**src/rtl/line_stream_drawer.sv**
```systemverilog
// line_stream_drawer: streams the pixels of a straight line from (x0,y0)
// to (x1,y1) using the all-octant Bresenham step, one pixel per accepted
// transfer on a valid/ready output port.
//
// Output handshake: pix_valid is high for the whole DRAW state. While
// pix_valid is high and pix_ready is low, pix_x/pix_y/pix_color/pix_last
// hold their values. A pixel is delivered on a rising edge where
// pix_valid && pix_ready. pix_valid never depends on pix_ready.
module line_stream_drawer #(
  parameter int COORD_W = 11,
  parameter int COLOR_W = 8
) (
  input  logic               clk,
  input  logic               reset_n,
  input  logic               start,
  input  logic [COORD_W-1:0] x0,
  input  logic [COORD_W-1:0] y0,
  input  logic [COORD_W-1:0] x1,
  input  logic [COORD_W-1:0] y1,
  input  logic [COLOR_W-1:0] color,
  input  logic               abort,
  output logic               busy,
  output logic               pix_valid,
  input  logic               pix_ready,
  output logic [COORD_W-1:0] pix_x,
  output logic [COORD_W-1:0] pix_y,
  output logic [COLOR_W-1:0] pix_color,
  output logic               pix_last,
  output logic               done,
  output logic [1:0]         state_dbg
);

  // Error term is two bits wider than a coordinate so that 2*err and the
  // combined dx/dy updates never overflow over the full coordinate range.
  localparam int EW = COORD_W + 2;

  typedef enum logic [1:0] {
    IDLE  = 2'd0,
    SETUP = 2'd1,
    DRAW  = 2'd2,
    DONE  = 2'd3
  } state_t;

  state_t state, state_nxt;

  // Latched request
  logic [COORD_W-1:0] x0_q, y0_q, x1_q, y1_q;
  logic [COLOR_W-1:0] color_q;

  // Bresenham working registers
  logic [COORD_W-1:0] dx_q, dy_q;
  logic               sx_neg, sy_neg;
  logic signed [EW-1:0] err_q;
  logic [COORD_W-1:0] cur_x, cur_y;

  // Combinational helpers
  logic [COORD_W-1:0]   abs_dx, abs_dy;
  logic signed [EW-1:0] dx_s, dy_s;
  logic signed [EW-1:0] e2;
  logic signed [EW-1:0] err_nxt;
  logic                 step_x, step_y;
  logic                 at_end;
  logic                 xfer;

  // Absolute deltas of the latched endpoints, used once in SETUP.
  always_comb begin
    abs_dx = (x1_q >= x0_q) ? (x1_q - x0_q) : (x0_q - x1_q);
    abs_dy = (y1_q >= y0_q) ? (y1_q - y0_q) : (y0_q - y1_q);
  end

  // Bresenham step decision for the current point and the resulting error.
  always_comb begin
    dx_s    = $signed({2'b00, dx_q});
    dy_s    = $signed({2'b00, dy_q});
    e2      = err_q <<< 1;
    step_x  = (e2 >= -dy_s);
    step_y  = (e2 <= dx_s);
    err_nxt = err_q;
    if (step_x) err_nxt = err_nxt - dy_s;
    if (step_y) err_nxt = err_nxt + dx_s;
  end

  assign at_end = (cur_x == x1_q) && (cur_y == y1_q);
  assign xfer   = (state == DRAW) && pix_ready;

  // State register.
  always_ff @(posedge clk or negedge reset_n) begin
    if (!reset_n) state <= IDLE;
    else          state <= state_nxt;
  end

  // Next-state logic; abort wins over a coincident transfer.
  always_comb begin
    state_nxt = state;
    case (state)
      IDLE:    if (start) state_nxt = SETUP;
      SETUP:   state_nxt = abort ? IDLE : DRAW;
      DRAW: begin
        if (abort)                state_nxt = IDLE;
        else if (xfer && at_end)  state_nxt = DONE;
      end
      DONE:    state_nxt = IDLE;
      default: state_nxt = IDLE;
    endcase
  end

  // Request capture, SETUP initialisation and per-transfer stepping.
  always_ff @(posedge clk or negedge reset_n) begin
    if (!reset_n) begin
      x0_q    <= '0;
      y0_q    <= '0;
      x1_q    <= '0;
      y1_q    <= '0;
      color_q <= '0;
      dx_q    <= '0;
      dy_q    <= '0;
      sx_neg  <= 1'b0;
      sy_neg  <= 1'b0;
      err_q   <= '0;
      cur_x   <= '0;
      cur_y   <= '0;
    end else begin
      case (state)
        IDLE: begin
          if (start) begin
            x0_q    <= x0;
            y0_q    <= y0;
            x1_q    <= x1;
            y1_q    <= y1;
            color_q <= color;
          end
        end
        SETUP: begin
          dx_q   <= abs_dx;
          dy_q   <= abs_dy;
          sx_neg <= (x1_q < x0_q);
          sy_neg <= (y1_q < y0_q);
          err_q  <= $signed({2'b00, abs_dx}) - $signed({2'b00, abs_dy});
          cur_x  <= x0_q;
          cur_y  <= y0_q;
        end
        DRAW: begin
          // The endpoint is never stepped past, so no coordinate wraps.
          if (xfer && !at_end) begin
            err_q <= err_nxt;
            if (step_x) cur_x <= sx_neg ? (cur_x - COORD_W'(1)) : (cur_x + COORD_W'(1));
            if (step_y) cur_y <= sy_neg ? (cur_y - COORD_W'(1)) : (cur_y + COORD_W'(1));
          end
        end
        default: ;
      endcase
    end
  end

  // Outputs are decoded from state and the working registers.
  assign busy      = (state != IDLE);
  assign pix_valid = (state == DRAW);
  assign pix_x     = cur_x;
  assign pix_y     = cur_y;
  assign pix_color = color_q;
  assign pix_last  = (state == DRAW) && at_end;
  assign done      = (state == DONE);
  assign state_dbg = state;

endmodule

```
**config.mk**
```make
export PLATFORM = sky130hd
export DESIGN_NAME = line_stream_drawer
export DESIGN_NICKNAME = d
export VERILOG_FILES = /design/src/rtl/line_stream_drawer.sv
export SDC_FILE = /design/constraint.sdc
export NUM_CORES = 1
export LEC_CHECK = 0
export ABC_AREA = 1
export BUFFER_PORTS_ARGS = -buffer_cell sky130_fd_sc_hd__buf_2
export CAP_MARGIN = 20
export CORE_MARGIN = 4
export CORE_UTILIZATION = 60
export DETAILED_ROUTE_END_ITERATION = 10
export GPL_TIMING_DRIVEN = 0
export PLACE_DENSITY = 0.87
export REMOVE_ABC_BUFFERS = 1
export SYNTH_ARGS = -nofsm -noshare
export SYNTH_HDL_FRONTEND = slang
export SYNTH_SLANG_ARGS = --single-unit
```
**constraint.sdc**
```tcl
create_clock -name clk -period 10.2 [get_ports clk]
set_input_delay 0 -clock clk [delete_from_list [all_inputs] [get_ports clk]]
set_output_delay 0 -clock clk [all_outputs]
set_load 0.02 [all_outputs]
```
# == Word-level counts from Yosys, hierarchy flattened ==
# Index checks and enable logic that the tools add are counted.
# word_totals
mem_bits_rw,0
inputBits,57
latchBits,0
rom_bits,0
mem_count,0
out_inout_bits,36
regBits,113
# classes
mux,19
add_sub_neg,12
n_div,0
order_cmp,6
multipliers,0
bitwise,0
n_reduce_logical,14
eq_ne,10
shift,0
# op_table
op,n
2-to-1 mux 11 bit,8
case mux 11 bit (2 select lines),2
subtractor 11 bit,4
2-to-1 mux 13 bit,3
case mux 13 bit (2 select lines),1
adder 11 x 1 -> 11 bit (second input constant),2
== test 11 bit,2
greater-or-equal comparator 11 bit,2
< comparator 11 bit,2
subtractor 11 x 1 -> 11 bit (second input constant),2
adder 13 x 12 -> 13 bit,1
greater-or-equal comparator 13 bit,1
less-or-equal comparator 13 x 12 -> 1 bit,1
negator 11 -> 13 bit,1
subtractor 13 x 12 -> 13 bit,1
subtractor 11 x 11 -> 12 bit,1
2-to-1 mux 2 bit,4
case mux 2 bit (4 select lines),1
!= test 2 x 1 -> 1 bit (second input constant),3
AND reduction 2 bit,3
AND reduction 3 bit,2
logical AND 1 bit,5
== test 2 bit (second input constant),2
nonzero test 2 bit,2
other kinds (5),5

# == Logic depth before layout (Yosys ltp) ==
# Gate-level depths: netlist of the first run.
# depth
ltp_word,7
ltp_mapped,35

# == Worst setup path before layout of the first run ==
# No wires, ideal clock.
# synth_path
path_kind,register to register
from,register dy_q[1]
to,register err_q[8]
slack_ns,6.071
path_stages_with_launch,32
required_ns,10.079
arrival_time_ns,4.008
n_path_buf,1
cell_sequence,dfrtp_1 inv_1 ha_1 nand2_1 nor2_1 nand4_1 nor2_1 nand3_1 xor2_1 ha_1 nand2_1 nand2_1 nand2_1 nand2_1 a21oi_1 nand2_1 nand2_2 nand2_4 inv_4 buf_6 nand2_1 o21ai_2 ha_1 inv_1 fa_1 o21bai_1 nand2_1 nand2_1 xor2_1 nor2_1 nor2_1 a21oi_1
# synth_between
elab_chain_cells,7
elab_cells_between_ends,8
cone_classes,3 x add/sub; 1 x order compare; 4 x mux
# synth_lines
item,line_no,rtl
from (decl),51,"logic [COORD_W-1:0] dx_q, dy_q;"
from (signal assigned),135,dy_q <= abs_dy;
negator 11 -> 13 bit,76,step_x = (e2 >= -dy_s);
greater-or-equal comparator 13 bit,76,
2-to-1 mux 13 bit *,79,if (step_x) err_nxt = err_nxt - dy_s;
adder 13 x 12 -> 13 bit,80,if (step_y) err_nxt = err_nxt + dx_s;
2-to-1 mux 13 bit *,80,
2-to-1 mux 13 bit *,144,if (xfer && !at_end) begin
case mux 13 bit (2 select lines) *,123,case (state)
to (signal assigned),138,"err_q <= $signed({2'b00, abs_dx}) - $signed({2'b00, abs_dy});"
to (signal assigned),145,err_q <= err_nxt;
to (decl),53,logic signed [EW-1:0] err_q;
# Every way passes the cells marked *; elsewhere a longest branch is shown, timed or not. The select of a mux whose other input is x is not followed.
# A chain may end at the register's enable or synchronous reset.

# == Worst setup path in the final report of the first run ==
# Ends and elaborated chain as after synthesis.

==> results of run 1 <==
area by class of cell:
class | count | area, um^2
clock buffers | 11 | 253
repair buffers | 147 | 1030
fillers | 1405 | 5290
well taps | 225 | 282
inverters | 229 | 862
multi-input cells | 1162 | 6730
clock inverters | 5 | 50.0
flip-flops and latches | 112 | 2800
logic make-up after synthesis:
group,after synthesis,share of synthesized area [%]
AO/OA/AOI/OAI,279,14.5
XOR/XNOR,77,6.39
adder cells (fa/ha/maj),130,16.1
buffers and inverters,269,9.82
flip-flops,112,26.6
multiplexers,10,1.07
AND/OR/NAND/NOR,666,25.6
registers in the layout, indices dropped and copies added, names as in the netlist, 2 cells and up:
signal	count
pix_color	8
x0_q	11
y0_q	11
pix_y	11
pix_x	11
x1_q	11
y1_q	11
state_dbg	2
dy_q	11
err_q	12
dx_q	11
metrics by stage:
step | utilization [%] | instance area [um^2]
floorplan | - | 10400
global placement | 64.3 | 11100
detailed placement | 64.6 | 11200
CTS | 69.4 | 12000
global route | 69.4 | 12000
finish | 69.4 | 12000
final timing paths:
check,from,end,slack (ps),depth (start not counted)
worst max-delay path,dy_q[1],err_q[8],5370,30
worst min-delay path,start,state_dbg[0],100,4
worst max register to register,dy_q[1],err_q[8],5370,30
worst min register to register,pix_color[6],pix_color[6],510,1
max in group asynchronous,reset_n,x0_q[4],9350,3
min in group asynchronous,reset_n,dy_q[6],150,2
repair_timing:
item / CTS / global route
gates resized for setup: 0 / 0
hold buffers: 54 / 0
hold endpoints to repair: 102 / 0
cells in the mapped netlist, drive strengths merged (2+ instances only):
cell type | number | area [um^2]
nand2 | 387 | 1470
inv | 227 | 855
nor2 | 156 | 588
a21oi | 126 | 642
ha | 121 | 1510
dfrtp | 112 | 2800
o21ai | 107 | 558
nand3 | 78 | 395
xor2 | 57 | 499
clkbuf | 28 | 106
nor3 | 21 | 105
xnor2 | 20 | 175
nand4 | 16 | 100
buf | 12 | 67.6
a21o | 10 | 75.1
mux2 | 10 | 113
fa | 9 | 180
o21bai | 9 | 67.6
a31oi | 8 | 50.1
a211oi | 6 | 45.0
o22ai | 5 | 31.3
o211ai | 3 | 22.5
o21a | 3 | 22.5
and2 | 2 | 12.5
and3 | 2 | 12.5
clkinv | 2 | 7.51
o31ai | 2 | 15.0
or2 | 2 | 12.5
layer usage:
metal | GRT usage (%) | vias to the layer above
li1 | - | 5204
met1 | 39.5 | 4853
met2 | 51.6 | 471
met3 | 4.14 | 96
met4 | 11.1 | 0
met5 | 0 | -
critical path: cells and delay by family (launching register included):
family | cells | cell delay, ps
fa+ha+maj | 4 | 1170
flops | 1 | 400
xor+xnor | 2 | 380
buf+inv | 3 | 390
compound gates | 4 | 600
simple gates | 17 | 1770
==> metrics.cfg, run 1 <==
[global_route]
grt_pass1_wl_mm=49.1
grt_max_degree=95
track_usage_pct=30.3
antenna_found_initial=0
grt_overflow=0
grt_pass1_vias=10319

[route]
dr.max_layer_used=met4
dr.pass1.iters=6
met1_length_mm=12.6
drtIter0Drc=639
ant_nets=0
met2_length_mm=14.0
vias=10624
post_drt_wl_per_cell_um=15.7
drcViolationCount=0
viasPerCell=5.62
wirelength_mm=29.6
wl_met3_mm=1.94

[synth]
avgSynthCellArea_um2=6.84
synth_cell_types=42
synth_ff_type=dfrtp_1
async_reset_ff_share_pct=100
synth_seq_cells=112
seq_area_frac_synth_pct=26.6
syn_area_mm2=0.0106
synth_edf_count=0
ys_warn_count=0
syn_inst=1543

[clock_network]
cts_buffers=9
clk_latency_ps=370
clockRootBuffer=clkbuf_16
htreeDepth=3
post_cts_buffers=0
clk_pin_slew_ps=80
clockBufferDepth=2
cts.sinks=112
cts_tree=built

[timing]
setup_viol=0
fmax_mhz=207
hold_viol=0
min_period_ps=4830
worstMarginPinSlew_ps=999
slew_headroom_pct=33.3
setup_slack_ps=5370
whs_ps=103
drv_slew=0
rsz0062_at_grt=no
fin_skew_ps=15.5
fin_tns_setup_ps=0
period_share_pct=47.3

[critical_path]
crit_path_max_fanout=14
cpPeakStageDelay_ps=440
worstPathRequired_ps=10450
critPathCaptureType=register
critPathLaunchType=register
crit_arrival_ps=5080
slowest_stage=fa_1
crit_top_cell=nand2_1
critical_path_class=register to register

[run]
maxCapViolations=0

[outcome]
status=completed

[final_layout]
insertedDiodeCount=0
drive_gt1_share_pct=8.64
num-nets-final=1848
final_common_cell=nand2_1
area_growth_pct=13.8
layout_common_cells=nand2_1, inv_1, nor2_1
stdcell_count=1891

[die]
die_height_um=141
row_count=48
die_x_um=141
coreArea_mm2=0.0173
initial_core_util_pct=61.0
ios=93
dieArea_mm2=0.0198

[place]
place_inst=1821
port_buffers=92
pre_cts_slack_ps=5420
gp_congestion=0.932
place_hpwl_mm=21.6

[hold_path]
holdCritPathClass=input pin to register

Power of run 1 is not shown: default switching activity piles up to over one toggle a cycle in this logic, so the estimate is an artifact.
==> run 2: changes to the inputs <==
Settings changed: CORE_UTILIZATION 60 to 56, PLACE_DENSITY 0.87 to 0.86.
Clock period 10.2 ns to 4.2 ns, I/O delays scaled along.
==> run 2 against run 1 <==
  * Clock skew shrank 3.4 ps
  * Utilization shrank 0.47 points
  * Sequential share of layout area shrank 1.1 points
  * Hold slack gained 42 ps
  * Register-to-register slack lost 5400 ps
  * Setup slack lost 5400 ps
  * Global-route usage shrank 3.2 points
  * Via count grew 0.54%
  * Critical path depth shrank 3
  * Sequential cell count is the same
  * First-iteration DRC count grew 29%
  * Critical path type unchanged
  * Critical endpoint is now err_q[4]
==> metrics.cfg, run 2 (same netlist as run 1, synthesis figures left out) <==
[final_layout]
layout_common_cells=nand2_1, inv_1, nor2_1
area_growth_pct=19.4
stdcell_count=1916
largest_register_ffs=12
fillerInstances=1449
final_cell_area_mm2=0.0126
num-nets-final=1870
final_common_cell=nand2_1
drive_gt1_share_pct=13.8
regMostFlops=err_q
insertedDiodeCount=0

[route]
wirelength_mm=29.8
dr.pass1.iters=7
viasPerCell=5.57
ant_nets=0
drtIter0Drc=825
drcViolationCount=0
vias=10681
post_drt_wl_per_cell_um=15.6

[run]
maxCapViolations=0

[clock_network]
clk_latency_ps=360
cts_tree=built
clockBufferDepth=2
cts.sinks=112
cts_buffers=9
clk_pin_slew_ps=80
clockRootBuffer=clkbuf_16
htreeDepth=3

[die]
coreArea_mm2=0.0183
die_x_um=145
dieArea_mm2=0.0211
ios=93
die_height_um=145
initial_core_util_pct=57.8
row_count=49

[critical_path]
worstPathRequired_ps=4430
critPathLaunchType=register
critical_path_class=register to register
critPathCaptureType=register
crit_path_max_fanout=6
crit_arrival_ps=4430

[global_route]
grt_overflow=0
grt_pass1_wl_mm=47.8
track_usage_pct=27.1
grt_pass1_vias=10177
grt_max_degree=95
antenna_found_initial=0

[timing]
slew_headroom_pct=35.0
min_period_ps=4200
worstMarginPinSlew_ps=975
fin_skew_ps=12.1
hold_viol=0
drv_slew=0
setup_viol=0
rsz0062_at_grt=yes
period_share_pct=100
fmax_mhz=238

[outcome]
status=completed

[place]
port_buffers=92
gp_congestion=0.974
place_area_mm2=0.0112
place_hpwl_mm=21.2
place_inst=1825

[hold_path]
holdCritPathClass=input pin to async pin

[run 2: final timing paths]
kind	cells after the start	from	to	slack (ps)
max in group asynchronous	3	reset_n	x0_q[4]	3350
worst max register to register	27	dy_q[1]	err_q[4]	2
worst max-delay path	27	dy_q[1]	err_q[4]	2
min in group clk	4	start	state_dbg[0]	150
worst min register to register	1	pix_color[6]	pix_color[6]	520
worst min-delay path	2	reset_n	dy_q[8]	150
[run 2: metal layers]
| metal | track usage [%] | wire length [um] | vias to the layer above |
|---|---|---|---|
| li1 | - | - | 5249 |
| met1 | 35.4 | 12700 | 4935 |
| met2 | 45.6 | 14200 | 408 |
| met3 | 3.90 | 2000 | 89 |
| met4 | 10.4 | 976 | 0 |
| met5 | 0 | 0 | - |
[run 2: timing repair]
action	4_1_cts	5_1_grt
hold buffers	54	0
cloned	0	1
pin swaps	10	35
resized for setup	22	74
endpoints found under the hold margin	100	0
endpoints found under the setup margin	11	11
setup buffers	15	6
[run 2: layout make-up]
class / count / area [um^2] / share of cell area [%]
Sequential cell: 112 / 2800 / 22.2
Multi-Input combinational cell: 1162 / 7130 / 56.6
Timing Repair inverter: 1 / 8.76 / 0.0695
Inverter: 229 / 877 / 6.96
Timing Repair Buffer: 168 / 1200 / 9.55
Tap cell: 229 / 287 / 2.27
Clock buffer: 11 / 233 / 1.85
Clock inverter: 4 / 55.1 / 0.437
[run 2: critical path, stage by stage (launching register included)]
cell	delay, ps
dfrtp_1	430
inv_2	110
ha_4	160
nand2_4	50
nor2_4	90
nand4_1	130
nor2_2	170
nand3_2	120
xor2_1	160
ha_1	310
nand2_1	80
nand2_1	60
nand2_1	50
nand2_1	50
a21oi_2	140
buf_4	140
nand3_4	90
nand2_8	140
clkinv_8	70
o21ai_4	180
ha_4	180
inv_4	40
fa_2	380
o21bai_4	140
xnor2_1	140
nor2_1	80
nor3_1	270
a21oi_1	110
[run 2: metrics by stage]
stage                     util, %  setup slack (ps)  hold WS [ps]  setup TNS, ps
after detailed placement     61.1              -473         -20.2          -3150
final                        69.0              1.84           145              0
after floorplan                 -               131          -296              0
after global placement       60.9              -454           230          -6970
after CTS                    66.8              2.39          79.8              0
after global routing         69.0              -251           168          -1530
Power of run 2 is left out for the same reason.
==> run 3: changes to the inputs <==
Settings changed: CELL_PAD_IN_SITES_DETAIL_PLACEMENT from default to 1, CELL_PAD_IN_SITES_GLOBAL_PLACEMENT from default to 1, CORE_UTILIZATION 56 to 40, PLACE_DENSITY 0.86 to 0.85.
==> run 3 against run 2 <==
  * The flow now finishes with violations (negative setup slack)
  * Utilization down 20 points
  * Global-route usage down 1.5 points
  * Final area up 1.8%
  * Sequential share of layout area down 0.40 points
  * Setup slack worse by 140 ps
  * First-iteration DRC count down 39%
  * Largest cell class unchanged
  * Highest routed layer unchanged
==> metrics.cfg, run 3 (same netlist as run 1, synthesis figures left out) <==
[outcome]
status=finished, violations left
violations=negative setup slack

[critical_path]
crit_path_max_fanout=7
slowest_stage=dfrtp_1
crit_arrival_ps=4600
crit_top_cell=nand2_1
worstPathRequired_ps=4460
cpPeakStageDelay_ps=470
critPathCaptureType=register
critical_path_class=register to register
critPathLaunchType=register

[route]
dr.pass1.iters=5
post_drt_wl_per_cell_um=18.7
drtIter0Drc=506
drcViolationCount=0
viasPerCell=5.42
ant_nets=0
wirelength_mm=38.0
vias=11020

[clock_network]
cts_tree=built
clk_latency_ps=380
clockRootBuffer=clkbuf_16
cts_buffers=9
htreeDepth=3
clockBufferDepth=2
cts.sinks=112
clk_pin_slew_ps=80

[timing]
fmax_mhz=230
period_share_pct=103
fin_skew_ps=17.2
worstMarginPinSlew_ps=1120
setup_slack_ps=-141
hold_viol=0
rsz0062_at_grt=yes
drv_slew=0
fin_tns_setup_ps=-529
slew_headroom_pct=25.4
setup_viol=7
min_period_ps=4340

[final_layout]
regMostFlops=err_q
area_growth_pct=21.6
num-nets-final=1882
fillerInstances=3341
final_cell_area_mm2=0.0128
insertedDiodeCount=0
largest_register_ffs=12
final_common_cell=nand2_1
fin_util_pct=49.4
drive_gt1_share_pct=14.7
layout_common_cells=nand2_1, inv_1, nor2_1

[place]
gp_congestion=0.894
port_buffers=92
pre_cts_slack_ps=-831
place_hpwl_mm=26.0
place_area_mm2=0.0113

[die]
die_x_um=170
coreArea_mm2=0.0260
row_count=59
dieArea_mm2=0.0291
initial_core_util_pct=40.6
ios=93
die_height_um=170

[global_route]
grt_max_degree=95
antenna_found_initial=0
track_usage_pct=25.6
grt_pass1_vias=11604
grt_overflow=0
grt_pass1_wl_mm=60.2

[hold_path]
holdCritPathClass=input pin to async pin

[run]
maxCapViolations=0

==> run 3: changes by cell type in the layout (fill, tap and decap cells not counted), moves of 3 or more <==
cell,previous run,this run
buf_4,18,29
ha_1,108,111
ha_4,11,8
nand2_1,372,366
nand2_2,10,17
nand3_1,68,71
nand3_2,9,5
nor2_1,144,141
==> run 3: per-layer routing <==
layer | track usage (%) | routed length (um) | vias up
met1 | 32.2 | 16000 | 5445
met3 | 2.49 | 1380 | 62
met5 | 0 | 0 | -
li1 | - | - | 5273
met2 | 46.1 | 19600 | 240
met4 | 8.16 | 950 | 0
==> run 3: final cells by class <==
cell class / count / area, um^2 / share of cell area (%)
well taps: 335 / 419 / 3.27
repair inverters: 2 / 13.8 / 0.107
repair buffers: 179 / 1290 / 10.0
flip-flops and latches: 112 / 2800 / 21.8
multi-input cells: 1162 / 7120 / 55.5
clock buffers: 9 / 225 / 1.76
inverters: 229 / 877 / 6.84
clock inverters: 5 / 91.3 / 0.712
==> run 3: repair_timing <==
item	4_1_cts	5_1_grt
pin swaps	17	31
hold buffers	54	0
resized for setup	46	57
gates cloned	1	1
buffers inserted	22	10
setup endpoints to repair	11	22
hold endpoints to repair	94	0
==> run 3: per-stage QoR <==
stage | std cells | hold slack (ps)
after floorplan | 1503 | -296
after global placement | 1930 | 232
after detailed placement | 1931 | -30.3
after CTS | 2022 | 89.8
after global routing | 2033 | 186
final | 2033 | 148
==> run 3: worst paths after layout <==
check / from / to / slack, ps / depth (start not counted)
min in group clk: start / state_dbg[1] / 170 / 3
setup / recovery: dy_q[1] / err_q[8] / -140 / 29
max in group asynchronous: reset_n / x0_q[3] / 3300 / 3
hold / removal: reset_n / dy_q[8] / 150 / 2
hold reg to reg: pix_color[6] / pix_color[6] / 510 / 1
setup reg to reg: dy_q[1] / err_q[8] / -140 / 29
==> run 3: critical path, delay by kind of cell, from the launching register on <==
kind	cells	cell delay, ps
compound gates	3	440
xor+xnor	2	340
fa+ha+maj	4	1000
buf+inv	4	320
flops	1	470
simple gates	16	1680
Power of run 3 is left out for the same reason.
